File: config.mk
export PLATFORM = sky130hd
export DESIGN_NAME = axis_pps_tagger
export DESIGN_NICKNAME = d
export VERILOG_FILES = /design/src/rtl/axis_pps_tagger_pkg.sv /design/src/rtl/axis_pps_tagger_chan.sv /design/src/rtl/axis_pps_tagger.sv
export SDC_FILE = /design/constraint.sdc
export NUM_CORES = 1
export LEC_CHECK = 0
export BUFFER_PORTS_ARGS = -buffer_cell sky130_fd_sc_hd__buf_2
export CORE_ASPECT_RATIO = 1.75
export CORE_MARGIN = 10
export CORE_UTILIZATION = 40
export CTS_CLUSTER_SIZE = 16
export DETAILED_ROUTE_END_ITERATION = 7
export SLEW_MARGIN = 40
export SYNTH_ARGS = -nofsm -noshare
export SYNTH_HDL_FRONTEND = slang
export SYNTH_SLANG_ARGS = --single-unit
File: constraint.sdc
create_clock -name aclk -period 2 [get_ports aclk]
set_input_delay 0.3 -clock aclk [delete_from_list [all_inputs] [get_ports aclk]]
set_output_delay 0.3 -clock aclk [all_outputs]
set_load 0.02 [all_outputs]
File: src/rtl/axis_pps_tagger_pkg.sv
// Shared types and record layout helpers for the PPS interval tagger.
// Optional timeout logic is built only with AXIS_PPS_TAGGER_TIMEOUT_EN.
package axis_pps_tagger_pkg;

  typedef enum logic [1:0] {
    ST_WAIT = 2'd0,
    ST_RUN  = 2'd1,
    ST_LOST = 2'd2
  } chan_state_e;

  localparam int REC_CNT_LSB = 0;

  function automatic int ch_w(input int n);
    return (n > 1) ? $clog2(n) : 1;
  endfunction

  function automatic int rec_ch_lsb(input int cw);
    return cw;
  endfunction

  function automatic int rec_ovr_bit(input int cw, input int chw);
    return cw + chw;
  endfunction

  function automatic int rec_to_bit(input int cw, input int chw);
    return cw + chw + 1;
  endfunction

endpackage

File: src/rtl/axis_pps_tagger_chan.sv
// One PPS channel: synchroniser, edge detect, state, counter, holding register.
// Timeout detection exists only with AXIS_PPS_TAGGER_TIMEOUT_EN defined.
module axis_pps_tagger_chan
  import axis_pps_tagger_pkg::*;
#(
  parameter int CNTR_WIDTH  = 32,
  parameter int SYNC_STAGES = 4
) (
  input  logic                  aclk,
  input  logic                  aresetn,
  input  logic                  pps,
  input  logic                  enable,
  input  logic                  polarity,
  input  logic [CNTR_WIDTH-1:0] timeout,
  input  logic                  take,
  output logic                  pend,
  output logic [CNTR_WIDTH-1:0] pend_cnt,
  output logic                  pend_ovr,
  output logic                  pend_to,
  output logic                  locked
);

  logic [SYNC_STAGES-1:0] sync;
  logic                   act;
  logic                   act_d;
  logic                   edge_r;
  chan_state_e            state;
  logic [CNTR_WIDTH-1:0]  cnt;
  logic [CNTR_WIDTH-1:0]  cnt_inc;
  logic                   to_hit;
  logic                   rec_vld;
  logic                   rec_to;

  assign act     = sync[SYNC_STAGES-1] ^ polarity;
  assign cnt_inc = (&cnt) ? cnt : cnt + 1'b1;
  assign locked  = (state == ST_RUN);

`ifdef AXIS_PPS_TAGGER_TIMEOUT_EN
  assign to_hit = (timeout != '0) && (cnt_inc == timeout);
`else
  logic unused_timeout;
  assign unused_timeout = ^timeout;
  assign to_hit = 1'b0;
`endif

  always_ff @(posedge aclk or negedge aresetn) begin
    if (!aresetn) begin
      sync   <= '0;
      act_d  <= 1'b0;
      edge_r <= 1'b0;
    end else begin
      sync   <= {sync[SYNC_STAGES-2:0], pps};
      act_d  <= act;
      edge_r <= act & ~act_d;
    end
  end

  // A period edge takes priority over a coincident timeout.
  always_comb begin
    rec_vld = 1'b0;
    rec_to  = 1'b0;
    if (enable && state == ST_RUN) begin
      if (edge_r) begin
        rec_vld = 1'b1;
      end else if (to_hit) begin
        rec_vld = 1'b1;
        rec_to  = 1'b1;
      end
    end
  end

  always_ff @(posedge aclk or negedge aresetn) begin
    if (!aresetn) begin
      state <= ST_WAIT;
      cnt   <= '0;
    end else if (!enable) begin
      state <= ST_WAIT;
      cnt   <= '0;
    end else begin
      cnt <= edge_r ? '0 : cnt_inc;
      unique case (state)
        ST_WAIT: if (edge_r) state <= ST_RUN;
        ST_RUN:  if (!edge_r && to_hit) state <= ST_LOST;
        ST_LOST: if (edge_r) state <= ST_RUN;
        default: state <= ST_WAIT;
      endcase
    end
  end

  always_ff @(posedge aclk or negedge aresetn) begin
    if (!aresetn) begin
      pend     <= 1'b0;
      pend_cnt <= '0;
      pend_ovr <= 1'b0;
      pend_to  <= 1'b0;
    end else if (!enable) begin
      pend     <= 1'b0;
      pend_ovr <= 1'b0;
    end else if (rec_vld) begin
      pend     <= 1'b1;
      pend_cnt <= cnt_inc;
      pend_to  <= rec_to;
      pend_ovr <= pend && !take;
    end else if (take) begin
      pend     <= 1'b0;
    end
  end

endmodule

File: src/rtl/axis_pps_tagger.sv
// Multi-channel PPS interval tagger with round-robin AXI-Stream output.
// Define AXIS_PPS_TAGGER_TIMEOUT_EN to build missing-pulse detection.
module axis_pps_tagger
  import axis_pps_tagger_pkg::*;
#(
  parameter int CHANNELS         = 4,
  parameter int CNTR_WIDTH       = 32,
  parameter int AXIS_TDATA_WIDTH = 64,
  parameter int SYNC_STAGES      = 4
) (
  input  logic                        aclk,
  input  logic                        aresetn,
  input  logic [CHANNELS-1:0]         pps_data,
  input  logic [CHANNELS-1:0]         cfg_enable,
  input  logic [CHANNELS-1:0]         cfg_polarity,
  input  logic [CNTR_WIDTH-1:0]       cfg_timeout,
  output logic [AXIS_TDATA_WIDTH-1:0] m_axis_tdata,
  output logic                        m_axis_tvalid,
  input  logic                        m_axis_tready,
  output logic [CHANNELS-1:0]         sts_locked
);

  localparam int CH_W    = ch_w(CHANNELS);
  localparam int CH_LSB  = rec_ch_lsb(CNTR_WIDTH);
  localparam int OVR_BIT = rec_ovr_bit(CNTR_WIDTH, CH_W);
  localparam int TO_BIT  = rec_to_bit(CNTR_WIDTH, CH_W);

  logic [CHANNELS-1:0]         pend;
  logic [CHANNELS-1:0]         pend_ovr;
  logic [CHANNELS-1:0]         pend_to;
  logic [CHANNELS-1:0]         take;
  logic [CNTR_WIDTH-1:0]       pend_cnt [CHANNELS];
  logic [CH_W-1:0]             ptr;
  logic [CH_W-1:0]             gnt;
  logic                        gnt_vld;
  logic                        load;
  logic [AXIS_TDATA_WIDTH-1:0] rec;

  for (genvar gi = 0; gi < CHANNELS; gi++) begin : g_chan
    axis_pps_tagger_chan #(
      .CNTR_WIDTH (CNTR_WIDTH),
      .SYNC_STAGES(SYNC_STAGES)
    ) u_chan (
      .aclk    (aclk),
      .aresetn (aresetn),
      .pps     (pps_data[gi]),
      .enable  (cfg_enable[gi]),
      .polarity(cfg_polarity[gi]),
      .timeout (cfg_timeout),
      .take    (take[gi]),
      .pend    (pend[gi]),
      .pend_cnt(pend_cnt[gi]),
      .pend_ovr(pend_ovr[gi]),
      .pend_to (pend_to[gi]),
      .locked  (sts_locked[gi])
    );
  end

  assign load = !m_axis_tvalid || m_axis_tready;

  // ptr holds the first channel to consider; search ptr..N-1 then 0..ptr-1.
  always_comb begin
    gnt_vld = 1'b0;
    gnt     = '0;
    for (int i = 0; i < CHANNELS; i++) begin
      if (!gnt_vld && pend[i] && i >= int'(ptr)) begin
        gnt_vld = 1'b1;
        gnt     = CH_W'(i);
      end
    end
    for (int i = 0; i < CHANNELS; i++) begin
      if (!gnt_vld && pend[i] && i < int'(ptr)) begin
        gnt_vld = 1'b1;
        gnt     = CH_W'(i);
      end
    end
  end

  always_comb begin
    take = '0;
    if (load && gnt_vld) take[gnt] = 1'b1;
  end

  always_comb begin
    rec = '0;
    rec[REC_CNT_LSB +: CNTR_WIDTH] = pend_cnt[gnt];
    rec[CH_LSB +: CH_W]            = gnt;
    rec[OVR_BIT]                   = pend_ovr[gnt];
    rec[TO_BIT]                    = pend_to[gnt];
  end

  always_ff @(posedge aclk or negedge aresetn) begin
    if (!aresetn) begin
      ptr           <= '0;
      m_axis_tvalid <= 1'b0;
      m_axis_tdata  <= '0;
    end else if (load) begin
      m_axis_tvalid <= gnt_vld;
      if (gnt_vld) begin
        m_axis_tdata <= rec;
        ptr <= (gnt == CH_W'(CHANNELS - 1)) ? '0 : gnt + 1'b1;
      end
    end
  end

endmodule

==> impl_table.tex <==
\begin{tabular}{lr}
\hline
Metric & Value \\
\hline
\multicolumn{2}{l}{\textbf{Cells and area}} \\
\quad Fraction of final layout cells with drive strength greater than 1 & 0.243 \\
\quad Fin cells & 2371 \\
\quad Most frequent cells in the layout & 321 x sky130\_fd\_sc\_hd\_\_dfrtp\_1, 278 x sky130\_fd\_sc\_hd\_\_nand2\_1, 178 x sky130\_fd\_sc\_hd\_\_buf\_4 \\
\quad Number of nets in the layout & 1922 \\
\quad Number of diodes & 0 \\
\quad Most common library cell in the layout ignoring fill and taps & sky130\_fd\_sc\_hd\_\_dfrtp\_1 \\
\quad Final cell area excluding filler cells & 0.0197 sq mm \\
\quad Area growth syn-to-layout & 26.5\% \\
\multicolumn{2}{l}{\textbf{Floorplan}} \\
\quad Row Count & 95 \\
\quad Effective utilization at floorplan & 0.405 \\
\quad Die span in x & 169 um \\
\quad Die Ht & 281 um \\
\quad Number of ports placed on the die boundary & 116 \\
\quad Core Area & 0.0385 sq mm \\
\quad Overall die area & 0.0476 sq mm \\
\multicolumn{2}{l}{\textbf{Place}} \\
\quad Routability Congestion & 0.920 \\
\quad Cell area after placement & 0.0176 sq mm \\
\quad Port Buffer Count & 54 \\
\quad DP Cell Count & 2284 \\
\quad HPWL Detailed & 34200 um \\
\multicolumn{2}{l}{\textbf{CTS}} \\
\quad TritonCTS clock tree & yes \\
\quad Insertion delay of the later-clocked pin in the worst-skew pair & 0.54 ns \\
\quad Clk pin slew, worst setup/hold paths & 0.06 ns \\
\quad CTS root buf & sky130\_fd\_sc\_hd\_\_clkbuf\_16 \\
\quad Clock tree buffer depth & 3 \\
\quad Number of buffers created by CTS & 34 \\
\quad CTS HTree Levels & 2 \\
\quad CTS sink cnt & 330 \\
\multicolumn{2}{l}{\textbf{Worst setup path}} \\
\quad Critical path capture point type & flop \\
\quad Depth of the most critical reg-to-reg path & 5 \\
\quad Critical path launch point type & flop \\
\quad Worst-path fanout max & 6 \\
\quad Destination of the worst register-to-register timing path & g\_chan[0].u\_chan.pend\_cnt[13] \\
\quad Data required, critical path & 2.40 ns \\
\quad Reg2reg start & g\_chan[0].u\_chan.cnt[13] \\
\quad Arr. time, crit path & 2.39 ns \\
\quad Setup Crit Path Kind & reg -> reg \\
\quad Worst reg2reg setup slack & 0.008 ns \\
\multicolumn{2}{l}{\textbf{Routing}} \\
\quad Drt initial violations & 913 \\
\quad Final routed DRC violation total & 0 \\
\quad Via count & 13320 \\
\quad Total detailed-routing wirelength & 48400 um \\
\quad Number of vias per cell after detailed routing & 5.62 \\
\quad Drt first pass iters & 5 \\
\quad Antenna violation net count after detailed routing & 0 \\
\quad WL/cell & 20.4 um \\
\multicolumn{2}{l}{\textbf{Power and ir drop}} \\
\quad Post-layout total power & 16.8 mW \\
\quad Pwr dens & 850 mW/mm\^{}2 \\
\quad Switching Fraction & 0.288 \\
\quad Share of power burned in combinational logic & 0.151 \\
\quad Seq pwr share & 0.481 \\
\quad Leakage power of the design & 8.52 nW \\
\quad Clock power frac & 0.368 \\
\quad Worst vdd ir & 0.779 mV \\
\quad Internal Power & 11.9 mW \\
\quad Switching power & 4.82 mW \\
\multicolumn{2}{l}{\textbf{Global route}} \\
\quad Number of global-route vias before repair & 13516 \\
\quad Initial antenna violation count & 0 \\
\quad Gr ovfl total & 0 \\
\quad Wire length of the first global-routing pass & 73400 um \\
\quad Overall global routing resource usage & 0.193 \\
\quad Largest net degree at the start of global routing & 77 \\
\multicolumn{2}{l}{\textbf{STA}} \\
\quad Minimum hold slack & 0.0384 ns \\
\quad Top achievable clock speed & 502 MHz \\
\quad Number of pins with negative max-slew slack in the final report & 0 \\
\quad Final worst clock skew & 0.0281 ns \\
\quad Min Clock Period, post-route & 1.99 ns \\
\quad Max\_slew headroom & 0.587 \\
\quad Unrepaired setup endpoints after global routing & yes \\
\quad Number of endpoints failing setup at the final stage & 0 \\
\quad Post-route setup TNS & 0 ns \\
\quad Final Hold Violating Endpoints & 0 \\
\quad Period utilization & 0.996 \\
\quad Worst-Margin Slew & 0.612 ns \\
\multicolumn{2}{l}{\textbf{Synth}} \\
\quad Cell types with the largest area share after synthesis & sky130\_fd\_sc\_hd\_\_dfrtp\_1 53\%, sky130\_fd\_sc\_hd\_\_nand2\_1 6.9\%, sky130\_fd\_sc\_hd\_\_a21oi\_1 4.0\%, sky130\_fd\_sc\_hd\_\_nor2\_1 3.5\%, sky130\_fd\_sc\_hd\_\_o21ai\_0 3.0\% \\
\quad Synth top area share & 0.530 \\
\quad Leading register cell type out of synthesis & sky130\_fd\_sc\_hd\_\_dfrtp\_1 \\
\quad Sequential fraction of the synthesis area & 0.530 \\
\quad Post-synth cell types & 64 \\
\quad Count of state elements after synthesis & 330 \\
\quad Mean instance size in the synthesized netlist & 9.46 sq um \\
\quad Library cell occupying the most area in the post-synthesis netlist & sky130\_fd\_sc\_hd\_\_dfrtp\_1 \\
\quad Cells after Synth & 1649 \\
\quad Post-synthesis cell area & 0.0156 sq mm \\
\quad Yosys Warn Count & 0 \\
\quad EDFF count, synth & 0 \\
\quad Proportion of synthesized flip-flops having asynchronous set or reset & 1.00 \\
\multicolumn{2}{l}{\textbf{Hold path}} \\
\quad HP Class & in -> reg \\
\quad Hold Path End & g\_chan[3].u\_chan.state[0] \\
\quad Hold path start & cfg\_enable[3] \\
\quad Number of instances on the worst hold path & 2 \\
\multicolumn{2}{l}{\textbf{Job}} \\
\quad Number of max-cap violations & 0 \\
\multicolumn{2}{l}{\textbf{Outcome}} \\
\quad Outcome & finished, final reports clean \\
\hline
\end{tabular}
-- area by class of cell --
class | instances | area, sq um
Fill cell | 3534 | 18800
Sequential cell | 330 | 8270
Multi-Input combinational cell | 1215 | 7470
Timing Repair Buffer | 270 | 2260
Clock buffer | 50 | 992
Tap cell | 485 | 607
Inverter | 16 | 67.6
Clock inverter | 5 | 53.8
-- state kept, by name (all words and copies together), names as in the netlist --
name / count
ptr: 2
g_chan.u_chan.sync: 16
g_chan.u_chan.edge_r: 4
g_chan.u_chan.cnt: 128
m_axis_tdata: 35
g_chan.u_chan.state: 4
g_chan.u_chan.pend_ovr: 4
m_axis_tvalid: 1
g_chan.u_chan.pend: 4
g_chan.u_chan.pend_cnt: 128
g_chan.u_chan.act_d: 4
-- repair_timing --
item / in CTS / in global routing
setup buffers: 1 / 15
pin swaps: 7 / 28
resized for setup: 37 / 126
cloned: 1 / 6
endpoints found under the hold margin: 46 / 0
endpoints found under the setup margin: 59 / 177
hold buffers: 9 / 0
-- worst max path at each step --
stage                     cells past startpoint  slack [ns]                            end                startpoint
after floorplan                               9      0.0002               m_axis_tdata[23]                    ptr[1]
after global placement                        8       -0.12                m_axis_tdata[2]                    ptr[1]
after detailed placement                      8       -0.14                m_axis_tdata[2]                    ptr[1]
after CTS                                     5       -0.02  g_chan[0].u_chan.pend_cnt[15]   g_chan[0].u_chan.cnt[8]
after global routing                          5       -0.07  g_chan[0].u_chan.pend_cnt[13]  g_chan[0].u_chan.cnt[12]
final                                         5       0.008  g_chan[0].u_chan.pend_cnt[13]  g_chan[0].u_chan.cnt[13]
-- metrics by stage --
| stage | worst slack, ns | util |
|---|---|---|
| 3_5_place_dp | -0.144 | 0.457 |
| 2_1_floorplan | 0.000173 | - |
| 4_1_cts | -0.0152 | 0.491 |
| 6_report | 0.00815 | 0.512 |
| 5_1_grt | -0.0748 | 0.512 |
| 3_3_place_gp | -0.121 | 0.457 |
-- critical path, stage by stage, from the launching register on --
cell and delay (ns):
sky130_fd_sc_hd__dfrtp_1 0.39, sky130_fd_sc_hd__nand4_4 0.14, sky130_fd_sc_hd__or4_4 0.64, sky130_fd_sc_hd__o311a_1 0.42
sky130_fd_sc_hd__xnor2_2 0.16, sky130_fd_sc_hd__o21ai_0 0.11
-- routing by layer --
metal | GRT usage | vias up | wire (um)
li1 | - | 6254 | -
met1 | 0.210 | 6570 | 17900
met2 | 0.352 | 347 | 25200
met3 | 0.0214 | 149 | 1790
met4 | 0.113 | 0 | 3520
met5 | 0 | - | 0
-- cell families (layout without fill, tap and decap cells) --
| kind of cell | Yosys count | in the layout | share of synthesized area |
|---|---|---|---|
| adders and majority gates | 8 | 8 | 0.00642 |
| AOI/OAI and AO/OA | 400 | 400 | 0.158 |
| buffers and inverters | 133 | 341 | 0.0414 |
| and+or+nand+nor | 696 | 697 | 0.218 |
| xor gates and xnor gates | 73 | 73 | 0.0410 |
| DFF | 330 | 330 | 0.530 |
| other | 1 | 29 | 0.000240 |
| muxes | 8 | 8 | 0.00522 |
-- cell usage after synthesis, drive strengths merged (20+ instances only) --
| library cell | number |
|---|---|
| a211o | 33 |
| a21oi | 124 |
| a31oi | 52 |
| and3 | 31 |
| buf | 45 |
| clkbuf | 72 |
| dfrtp | 330 |
| nand2 | 286 |
| nand3 | 45 |
| nand4 | 44 |
| nor2 | 147 |
| nor4 | 20 |
| o21ai | 116 |
| o31ai | 21 |
| or3 | 39 |
| xnor2 | 42 |
| xor2 | 31 |
-- power groups by stage --
stage / clock network [mW] / registers, mW / logic [mW]
3_3_place_gp: 0 / 8.15 / 2.25
5_1_grt: 6.54 / 8.14 / 2.77
3_5_place_dp: 0 / 8.17 / 2.30
4_1_cts: 6.30 / 8.05 / 2.39
2_1_floorplan: 0 / 8.10 / 1.18
6_report: 6.17 / 8.07 / 2.53
Note: power is estimated with default switching activity, not from simulation.
